**config.mk**
```make
export PLATFORM = sky130hd
export DESIGN_NAME = async_req_arbiter_flat
export DESIGN_NICKNAME = d
export VERILOG_FILES = /design/src/rtl/async_req_arbiter_if.sv /design/src/rtl/async_req_arbiter.sv /design/src/flat_wrapper.sv
export SDC_FILE = /design/constraint.sdc
export NUM_CORES = 1
export LEC_CHECK = 0
export ABC_AREA = 0
export CORE_MARGIN = 2
export CORE_UTILIZATION = 45
export CTS_BUF_LIST = sky130_fd_sc_hd__clkbuf_8
export DETAILED_ROUTE_END_ITERATION = 10
export PLACE_DENSITY = 0.67
export SYNTH_ARGS = -nofsm -noshare
export SYNTH_HDL_FRONTEND = slang
export SYNTH_SLANG_ARGS = --single-unit
```
**constraint.sdc**
```tcl
create_clock -name clk -period 2.3 [get_ports clk]
set_input_delay 0.345 -clock clk [delete_from_list [all_inputs] [get_ports clk]]
set_output_delay 0.345 -clock clk [all_outputs]
set_load 0.05 [all_outputs]
```
**src/rtl/async_req_arbiter_if.sv**
```systemverilog
// Bundle of the arbiter's bus-side signals.
//
// Ports carried:
//   req_async   : per-requester 4-phase request level, driven from foreign domains
//   ack         : per-requester acknowledge, registered in the arbiter's clk domain
//   grant_valid : a grant is offered to the consumer
//   grant_idx   : index of the offered requester
//   grant_ready : consumer accepts the offered grant
//   busy        : some channel is not IDLE
//
// Handshake: a grant transfers on a clk edge where grant_valid and grant_ready
// are both high; grant_valid/grant_idx stay stable until that edge, and
// grant_ready has no meaning while grant_valid is low.
interface async_req_arbiter_if #(
    parameter int N_REQ = 4,
    parameter int IDX_W = $clog2(N_REQ)
);
    logic [N_REQ-1:0] req_async;
    logic [N_REQ-1:0] ack;
    logic             grant_valid;
    logic [IDX_W-1:0] grant_idx;
    logic             grant_ready;
    logic             busy;

    // Arbiter side
    modport slave (
        input  req_async,
        input  grant_ready,
        output ack,
        output grant_valid,
        output grant_idx,
        output busy
    );

    // Requester/consumer side
    modport master (
        output req_async,
        output grant_ready,
        input  ack,
        input  grant_valid,
        input  grant_idx,
        input  busy
    );
endinterface

```
**src/rtl/async_req_arbiter.sv**
```systemverilog
// Round-robin arbiter for requesters in foreign clock domains.
//
// Each req_async line is synchronized through STAGES flops, then tracked by a
// per-channel IDLE/PENDING/ACKED state machine. Pending channels are offered
// one at a time to a single consumer over grant_valid/grant_ready; acceptance
// moves the channel to ACKED and raises its ack, which drops again once the
// synchronized request falls (4-phase handshake).
//
// Ports:
//   clk  : destination clock, all state lives here
//   rst  : asynchronous active-high reset
//   bus  : async_req_arbiter_if.slave (req_async, ack, grant_valid,
//          grant_idx, grant_ready, busy)
module async_req_arbiter #(
    parameter int N_REQ  = 4,
    parameter int STAGES = 2,
    parameter int IDX_W  = $clog2(N_REQ)
) (
    input logic                clk,
    input logic                rst,
    async_req_arbiter_if.slave bus
);

    typedef enum logic [1:0] {
        IDLE    = 2'd0,
        PENDING = 2'd1,
        ACKED   = 2'd2
    } ch_state_t;

    // Synchronizer chains, one bit per requester in each stage
    logic [N_REQ-1:0] sync_q [STAGES];
    logic [N_REQ-1:0] req_s;

    ch_state_t        state_q [N_REQ];
    ch_state_t        state_d [N_REQ];
    logic [N_REQ-1:0] ack_q;
    logic             busy_q;
    logic             busy_d;

    logic             grant_valid_q;
    logic [IDX_W-1:0] grant_idx_q;
    logic [IDX_W-1:0] rr_ptr_q;
    logic [IDX_W-1:0] rr_ptr_next;
    logic             accept;

    logic [N_REQ-1:0] eligible;
    logic             pick_found;
    logic [IDX_W-1:0] pick_idx;

    // ------------------------------------------------------------------
    // Synchronizers
    // ------------------------------------------------------------------
    always_ff @(posedge clk or posedge rst) begin
        if (rst) begin
            for (int s = 0; s < STAGES; s++) begin
                sync_q[s] <= '0;
            end
        end else begin
            sync_q[0] <= bus.req_async;
            for (int s = 1; s < STAGES; s++) begin
                sync_q[s] <= sync_q[s-1];
            end
        end
    end

    assign req_s  = sync_q[STAGES-1];
    assign accept = grant_valid_q & bus.grant_ready;

    // ------------------------------------------------------------------
    // Per-channel FSMs: next state
    // ------------------------------------------------------------------
    always_comb begin
        busy_d = 1'b0;
        for (int i = 0; i < N_REQ; i++) begin
            state_d[i] = state_q[i];
            case (state_q[i])
                IDLE: begin
                    if (req_s[i]) state_d[i] = PENDING;
                end
                PENDING: begin
                    // An offered channel is committed: it cannot abort, only
                    // be accepted (even if its request has already fallen).
                    if (accept && grant_idx_q == IDX_W'(i)) begin
                        state_d[i] = ACKED;
                    end else if (!req_s[i] &&
                                 !(grant_valid_q && grant_idx_q == IDX_W'(i))) begin
                        state_d[i] = IDLE;
                    end
                end
                ACKED: begin
                    if (!req_s[i]) state_d[i] = IDLE;
                end
                default: state_d[i] = IDLE;
            endcase
            if (state_d[i] != IDLE) busy_d = 1'b1;
        end
    end

    // ------------------------------------------------------------------
    // Per-channel FSMs: state, ack and busy registers
    // ------------------------------------------------------------------
    always_ff @(posedge clk or posedge rst) begin
        if (rst) begin
            for (int i = 0; i < N_REQ; i++) begin
                state_q[i] <= IDLE;
            end
            ack_q  <= '0;
            busy_q <= 1'b0;
        end else begin
            for (int i = 0; i < N_REQ; i++) begin
                state_q[i] <= state_d[i];
                // ack mirrors the registered state: high exactly in ACKED
                ack_q[i]   <= (state_d[i] == ACKED);
            end
            busy_q <= busy_d;
        end
    end

    // ------------------------------------------------------------------
    // Round-robin selection
    // ------------------------------------------------------------------
    // A PENDING channel whose request has already fallen is about to abort on
    // this edge, so it is not offered.
    always_comb begin
        for (int i = 0; i < N_REQ; i++) begin
            eligible[i] = (state_q[i] == PENDING) && req_s[i];
        end
    end

    always_comb begin
        int cand;
        cand       = 0;
        pick_found = 1'b0;
        pick_idx   = '0;
        for (int k = 0; k < N_REQ; k++) begin
            cand = int'(rr_ptr_q) + k;
            if (cand >= N_REQ) cand = cand - N_REQ;
            if (!pick_found && eligible[cand]) begin
                pick_found = 1'b1;
                pick_idx   = IDX_W'(cand);
            end
        end
    end

    always_comb begin
        if (int'(grant_idx_q) == N_REQ - 1) begin
            rr_ptr_next = '0;
        end else begin
            rr_ptr_next = grant_idx_q + IDX_W'(1);
        end
    end

    // Accept always clears grant_valid, so a fresh grant can only be loaded on
    // a later edge: there is at least one idle cycle between grants.
    always_ff @(posedge clk or posedge rst) begin
        if (rst) begin
            grant_valid_q <= 1'b0;
            grant_idx_q   <= '0;
            rr_ptr_q      <= '0;
        end else if (accept) begin
            grant_valid_q <= 1'b0;
            rr_ptr_q      <= rr_ptr_next;
        end else if (!grant_valid_q && pick_found) begin
            grant_valid_q <= 1'b1;
            grant_idx_q   <= pick_idx;
        end
    end

    assign bus.ack         = ack_q;
    assign bus.grant_valid = grant_valid_q;
    assign bus.grant_idx   = grant_idx_q;
    assign bus.busy        = busy_q;

    // A channel may only enter ACKED on the edge its grant is accepted.
    for (genvar g = 0; g < N_REQ; g++) begin : g_chk
        a_acked_needs_accept: assert property (
            @(posedge clk) disable iff (rst)
            (state_d[g] == ACKED && state_q[g] != ACKED) |->
            (accept && grant_idx_q == IDX_W'(g))
        );
    end

endmodule

```
**src/flat_wrapper.sv**
```systemverilog
// flat-port wrapper written by rule: the top's interface ports become plain ports
module async_req_arbiter_flat 
#(
    parameter int N_REQ  = 4,
    parameter int STAGES = 2,
    parameter int IDX_W  = $clog2(N_REQ)
)
  (clk, rst, bus_req_async, bus_grant_ready, bus_ack, bus_grant_valid, bus_grant_idx, bus_busy);
  async_req_arbiter_if #(.N_REQ(N_REQ), .IDX_W(IDX_W)) bus_i ();
  input logic clk;
  input logic rst;
  input wire logic [$bits(bus_i.req_async)-1:0] bus_req_async;
  input wire logic [$bits(bus_i.grant_ready)-1:0] bus_grant_ready;
  output wire logic [$bits(bus_i.ack)-1:0] bus_ack;
  output wire logic [$bits(bus_i.grant_valid)-1:0] bus_grant_valid;
  output wire logic [$bits(bus_i.grant_idx)-1:0] bus_grant_idx;
  output wire logic [$bits(bus_i.busy)-1:0] bus_busy;
  assign bus_i.req_async = bus_req_async;
  assign bus_i.grant_ready = bus_grant_ready;
  assign bus_ack = bus_i.ack;
  assign bus_grant_valid = bus_i.grant_valid;
  assign bus_grant_idx = bus_i.grant_idx;
  assign bus_busy = bus_i.busy;
  async_req_arbiter #(.N_REQ(N_REQ), .STAGES(STAGES), .IDX_W(IDX_W)) u_core (.clk(clk), .rst(rst), .bus(bus_i));
endmodule
```
## Word-level counts from Yosys, hierarchy flattened

Index checks and enable logic that the tools add are counted.

- Equal/unequal tests: 16
- Add/sub/neg operators: 8
- Bitwise gates (word level): 2
- Order comparisons: 8
- Multiplexer cells: 51
- Reductions and logical operators: 43

Operators with widths:

| kind | count |
|---|---|
| $lt A32 B4 Y1 const B | 4 |
| $mux W32 | 4 |
| $ge A32 B4 Y1 const B | 3 |
| $sub A32 B4 Y32 const B | 3 |
| $mux W2 | 21 |
| $pmux W2 S3 | 4 |
| $eq A2 B2 Y1 const B | 10 |
| $logic_and A1 B1 Y1 | 20 |
| $mux W1 | 18 |
| $eq A2 B1 Y1 const B | 6 |
| $logic_not A1 Y1 | 12 |
| $logic_not A2 Y1 | 5 |
| $reduce_bool A2 Y1 | 5 |
| $bmux W1 S2 | 4 |
| $add A2 B2 Y3 const B | 2 |
| $sub A2 B3 Y4 const B | 1 |
| $add A2 B1 Y3 const B | 1 |
| $ge A2 B3 Y1 const B | 1 |
| $add A2 B1 Y2 const B | 1 |
| $reduce_and A2 Y1 | 1 |
| $and A1 B1 Y1 | 1 |
| $not A1 Y1 | 1 |

- Bits of input ports: 7
- Register bits: 26

## Logic depth before layout (Yosys ltp)

- Depth in word-level cells: 18
- Depth in mapped cells: 6
- Mapped depth without buffers: 6

## Least setup slack after synthesis

Ideal clock, no wire load.

- Path kind: reg2reg
- Start point: register u_core.grant_idx_q[0] (netlist: u_core.bus.grant_idx[0])
- End point: register u_core.busy_q (netlist: u_core.bus.busy)
- Slack: 116 ps
- Data arrival time: 2046 ps
- Period minus slack after synthesis: 2184 ps
- Path buffers: 0
- Data required time: 2161 ps
- Cell stages (with the launch flop): 7
- Setup time: 139 ps
- Cell sequence: dfrtp_1 > inv_1 > ha_1 > nand3_2 > o31ai_2 > or4_1 > or4_1

RTL lines:

| item | line | RTL |
|---|---|---|
| from (decl) | async_req_arbiter.sv:41 | `logic [IDX_W-1:0] grant_idx_q;` |
| from (signal assigned) | async_req_arbiter.sv:165 | `grant_idx_q <= pick_idx;` |
| to (signal assigned) | async_req_arbiter.sv:115 | `busy_q <= busy_d;` |
| to (decl) | async_req_arbiter.sv:37 | `logic busy_q;` |

## Final worst setup path

- Start point: register u_core.grant_valid_q (netlist: u_core.bus.grant_valid)
- End point: output port bus_grant_valid

RTL lines:

| item | line | RTL |
|---|---|---|
| from (decl) | async_req_arbiter.sv:40 | `logic grant_valid_q;` |
| from (signal assigned) | async_req_arbiter.sv:157 | `grant_valid_q <= 1'b0;` |
| from (signal assigned) | async_req_arbiter.sv:161 | `grant_valid_q <= 1'b0;` |
| from (signal assigned) | async_req_arbiter.sv:164 | `grant_valid_q <= 1'b1;` |
| to (decl) | flat_wrapper.sv:15 | `output wire logic [$bits(bus_i.grant_valid)-1:0] bus_grant_valid;` |

No word-level cell between the ends.

==> results.md <==
* Post-CTS setup buffer count at 0
* RSZ-0062 raised after global routing: no
* Post-CTS sizing at 0
* Critical path's slowest cell: clkdlybuf4s50_1
* Ys Warns at 0
* Maximum capacitance violations at 0
* Area growth, synth to finish at 18.84%
* Power, Total at 1.399 mW
* Antenna violations before repair at 0
* Post-Synthesis Cell Area at 0.001122 mm^2
* DRT iter0 DRCs at 10
* Post-synth top area share at 57.97%
* Clock slew at reported path FFs at 0.08 ns
* Most used DFF post-synth: dfrtp_1
* Post-synth EDFFs at 0
* Final hold violation count at 0
* Syn nets at 104
* DR top layer: met4
* Hold Path Class: reg -> reg
* Fmax at 497.0 MHz
* Clock power share at 17.6%
* Hold_buf cts at 0
* Clock sink total at 26
* Sequential-to-total area share from yosys stat at 57.97%
* Slew Viols, Final at 0
* Total CTS buffers at 3
* CP Capture Type: output pin
* Sequential Power Share at 46.5%
* Ratio of total power to cell area at 1049 mW/mm^2
* Async set-reset flop share out of synthesis at 100.0%
* Met2 wire len at 936 um
* CP bufs+invs at 1
* Switching fraction of total power at 38.30%
* CP top delay family: buffers and inverters
* Starting Density at 46.57%
* Crit-path max cell delay at 0.87 ns
* Top post-synthesis cells by count: dfrtp_1 (26), nand3b_1 (6), inv_1 (5), o21ai_1 (5)
* Crit path DAT at 1.67 ns
* Total internal power at 0.8630 mW
* Synth Register Bits at 26
* Worst Path Max Fanout at 9
* Psw at 0.5357 mW
* Clock latency on the worst-skew pair at 0.26 ns
* Min cycle time layout at 2.012 ns
* Router iterations before antenna repair at 4
* Synthesized area per cell at 12.07 um^2
* Leak pwr at 0.6041 nW
* Gr usage total at 16.92%
* CTS tree: built
* Reg2Reg Setup Slack at 0.30 ns
* Core Area at 0.002410 mm^2
* Vias in the first global route at 768
* IO Count at 15
* Worst Max-Slew Pin Slew at 0.4946 ns
* WL per Instance at 14.29 um
* Via density at 5.662
* Slew HR at 66.92%
* GP Congestion at 0.7855
* Nets at 122
* Setup TNS at 0 ns
* Clock root buffer: clkbuf_8
* Chip height at 53.94 um
* Row count at 18
* Logic gate share of total power at 35.9%
* Critical Path RT at 1.96 ns
* Routed met3 length at 82 um
* Library cells used by synthesis at 32
* Final ANT Viol Nets at 0
* Crit start category: flop
* Area contributors post-synth: dfrtp_1 (58%), ha_1 (4.5%), nand3b_1 (4.0%)
* Ratio of cells with drive above 1 in the final layout at 8.257%
* Congestion Overflow GR at 0
* Max VDD drop at 0.6295 mV
* First-pass GRT wire length at 3.374 mm
* Die area at 0.002910 mm^2
* Cell with the most instances after synthesis: dfrtp_1
* M1 WL at 895 um
* Final setup violation count at 0
* Vias at 787
* PortBufs at 14
* Critical path cell sequence: clkdlybuf4s50_1
* Dpl hpwl at 1.483 mm
* Routed WL at 1.987 mm
* Residual DRC at 0
* Path type of the worst setup path: reg -> out
* Die width at 53.94 um
* H-Tree Level Count at 1
* Final clock skew at 0.003369 ns
* Period utilization at 87.48%
* Fillers at 201
* Leading area contributor after synthesis: dfrtp_1
* Largest net degree at the start of global routing at 27
* Post-Syn Instances at 93
* Status: complete, no violations
* Antenna cells at 0
* CTS Buffer Depth at 2
## state kept, by name (all words and copies together), names as in the netlist
register and flops:
u_core.req_s 4, u_core.rr_ptr_q 2, u_core.bus.grant_valid 1, u_core.bus.grant_idx 2
u_core.state_q 8, u_core.bus.busy 1, u_core.bus.ack 4, u_core.sync_q 4
## path summary, 6_finish.rpt
path	startpoint	endpoint	cells past startpoint
max in group asynchronous	rst	u_core.bus.ack[0]$_DFF_PP0_	3
worst min register to register	u_core.sync_q[7]$_DFF_PP0_	u_core.req_s[3]$_DFF_PP0_	0
min in group asynchronous	rst	u_core.sync_q[4]$_DFF_PP0_	3
worst min-delay path	u_core.sync_q[7]$_DFF_PP0_	u_core.req_s[3]$_DFF_PP0_	0
worst max register to register	u_core.bus.grant_idx[0]$_DFFE_PP0P_	u_core.bus.busy$_DFF_PP0_	6
worst max-delay path	u_core.bus.grant_valid$_DFFE_PP0P_	bus_grant_valid	1
## cell type report
class / count / area, um^2 / share of cell area, %
multi-input combinational: 59 / 434.2 / 32.55
inverter: 6 / 22.52 / 1.689
timing repair buffer: 15 / 147.6 / 11.07
sequential: 26 / 650.6 / 48.78
tap: 30 / 37.54 / 2.814
clock buffer: 3 / 41.29 / 3.096
## metal layers
metal | track usage, % | vias up
li1 | - | 376
met1 | 22.43 | 376
met2 | 25.00 | 27
met3 | 2.500 | 8
met4 | 12.82 | 0
met5 | 0 | -
## stage by stage
step                      worst slack (ns)  util [%]  hold WS, ns  instances  cell area, um^2
after global routing                0.2176     55.35       0.3735        139             1334
after CTS                           0.2632     55.35       0.3536        139             1334
after detailed placement            0.1894     53.63       0.3347        136             1292
final                               0.2880     55.35       0.3518        139             1334
after floorplan                     0.1158         -       0.3312         93             1122
after global placement              0.2326     53.63       0.3334        136             1292
## power groups by stage
stage	sequential [mW]	clock, mW	combinational [mW]
2_1_floorplan	0.748	0	0.261
3_3_place_gp	0.653	0	0.496
3_5_place_dp	0.661	0	0.503
4_1_cts	0.651	0.253	0.505
5_1_grt	0.670	0.269	0.549
6_report	0.650	0.246	0.502
## cell families (layout without fill, tap and decap cells)
kind of cell	Yosys count	count (layout)	share of synthesized area (%)
buffers and inverters	8	24	3.344
adder cells (fa/ha/maj)	4	4	4.459
AO/OA/AOI/OAI	21	21	13.38
flip-flops	26	26	57.97
AND/OR/NAND/NOR	29	29	16.28
multiplexers	5	5	4.571
## cells in the final DEF, fill, tap and decap left out, types with 5 or more instances in the layout
master	netlist	final
o21ai_1	5	5
dfrtp_1	26	26
clkdlybuf4s50_1	0	14
inv_1	5	5
nand3b_1	6	6
## worst reg2reg max path, delay by kind of cell, from the launching register on
family                   cells  cell delay, ns
flip-flops                   1            0.45
buffers and inverters        1            0.09
AO/OA/AOI/OAI                1            0.08
adder cells (fa/ha/maj)      1            0.24
AND/OR/NAND/NOR              3            1.02
(Power assumes the default switching activity.)
==> patch (same flow settings) <==
`STAGES` is set to 2 in 2 places; all go to 1.
--- a/src/rtl/async_req_arbiter.sv
+++ b/src/rtl/async_req_arbiter.sv
@@ -14,5 +14,5 @@
 module async_req_arbiter #(
     parameter int N_REQ  = 4,
-    parameter int STAGES = 2,
+    parameter int STAGES = 1,
     parameter int IDX_W  = $clog2(N_REQ)
 ) (
--- a/src/flat_wrapper.sv
+++ b/src/flat_wrapper.sv
@@ -3,5 +3,5 @@
 #(
     parameter int N_REQ  = 4,
-    parameter int STAGES = 2,
+    parameter int STAGES = 1,
     parameter int IDX_W  = $clog2(N_REQ)
 )
Function: changed (a bounded check fails within 4 cycles, from zero or initial values and one cycle with rst high).
==> patch against the unedited design <==
Clock power up 43%. Final area down 5.9%. Die area down 9.1%. Largest cell class unchanged. Routed wire length down 8.8%. Critical path depth unchanged. Total power up 4.3%. Register-to-register slack better by 0.02 ns. Area after synthesis down 9.8%. Sequential cell count down 4. Setup slack worse by 0.095 ns.
==> patch: results (changes against the unedited design) <==
FF+latch area 550.5 um^2 (-15%); met2 WL 878 um (-6.2%); DR iter-0 viols 13 (+3); Worst EP arrival 1.76 ns (+0.09 ns); Synth area leaders dfrtp_1 (54%), ha_1 (4.9%), mux2i_1 (4.9%), nand3b_1 (4.4%), nand4_2 (2.5%); GRT met1 Usage 0.2252 (+0.0009261); GRT Total Usage 0.1708 (+0.001574); fillers 202 (+0.50%); worst slew pin tran 0.4936 ns (-0.001046 ns); final wirelength 1.813 mm (-8.8%); peak fanout along the critical path 13 (+4); leakage 0.5826 nW (-3.6%); Initial DRT Pass Iterations 6 (+2); met2 GRT Util 0.2692 (+0.01923); Synth Instances 86 (-7.5%); Layout area overhead 23.98%; detailed-routing wirelength on met1 865 um (-3.4%); status finished clean; share of layout cells above drive strength 1 0.1154 (+0.03282); Worst path max stage delay 0.89 ns (+0.02 ns); Syn Nets 97 (-6.7%); routed wl met3 36 um (-56%); post-place setup slack 0.1292 ns (-0.06018 ns); Clock Skew 0.005835 ns (+0.002466 ns); routed vias/inst 5.311 (-6.2%); number of global-route vias before repair 716 (-6.8%); worst hold path class in -> async; register area share after synthesis 0.5439 (-0.03583); Synth top cells by count dfrtp_1 (22), inv_1 (6), nand3b_1 (6), mux2i_1 (5), nor2_1 (5); VDD IR max 0.5907 mV (-6.2%); Yosys cell types 27 (-16%); DP HPWL 1.417 mm (-4.4%)
## patch: cell count changes after synthesis, sizes merged, moves of 3 or more
cell | unedited run | this run
and3b | 4 | 0
o31ai | 5 | 1
nand4 | 1 | 4
dfrtp | 26 | 22
o22ai | 2 | 5
## patch: worst paths after layout
kind                                                             to                           startpoint  cells after the start  slack (ns)
max in group asynchronous       u_core.bus.grant_idx[1]$_DFFE_PP0P_                                  rst                      3        1.68
worst max-delay path                                bus_grant_valid   u_core.bus.grant_valid$_DFFE_PP0P_                      1        0.19
worst min register to register          u_core.state_q[6]$_DFF_PP0_          u_core.state_q[7]$_DFF_PP0_                      1        0.52
min in group clk                          u_core.req_s[2]$_DFF_PP0_                     bus_req_async[2]                      1        0.51
worst min-delay path                    u_core.bus.ack[2]$_DFF_PP0_                                  rst                      3        0.40
worst max register to register            u_core.bus.busy$_DFF_PP0_  u_core.bus.grant_idx[0]$_DFFE_PP0P_                      6        0.32
## patch: power by group through the flow
stage | combinational (mW) | clock, mW | sequential, mW
final | 0.517 | 0.353 | 0.588
after global routing | 0.567 | 0.379 | 0.608
after CTS | 0.522 | 0.362 | 0.588
after detailed placement | 0.520 | 0 | 0.596
after global placement | 0.515 | 0 | 0.595
after floorplan | 0.275 | 0 | 0.688
## patch: cells by family (layout without fill, tap and decap cells)
group           count (synthesis)  count (layout)  share of synthesized area
compound gates                 18              18                     0.1224
fa+ha+maj                       4               4                    0.04945
flops                          22              22                     0.5439
simple gates                   28              28                     0.1792
buf+inv                         7              25                    0.03337
mux                             7               7                    0.07169
## patch: cell type report
type                            instances  area share
Sequential cell                        22      0.4387
Multi-Input combinational cell         57      0.3410
Clock inverter                          1     0.02393
Inverter                                6     0.01795
Tap cell                               28     0.02792
Timing Repair Buffer                   15      0.1176
Clock buffer                            3     0.03290
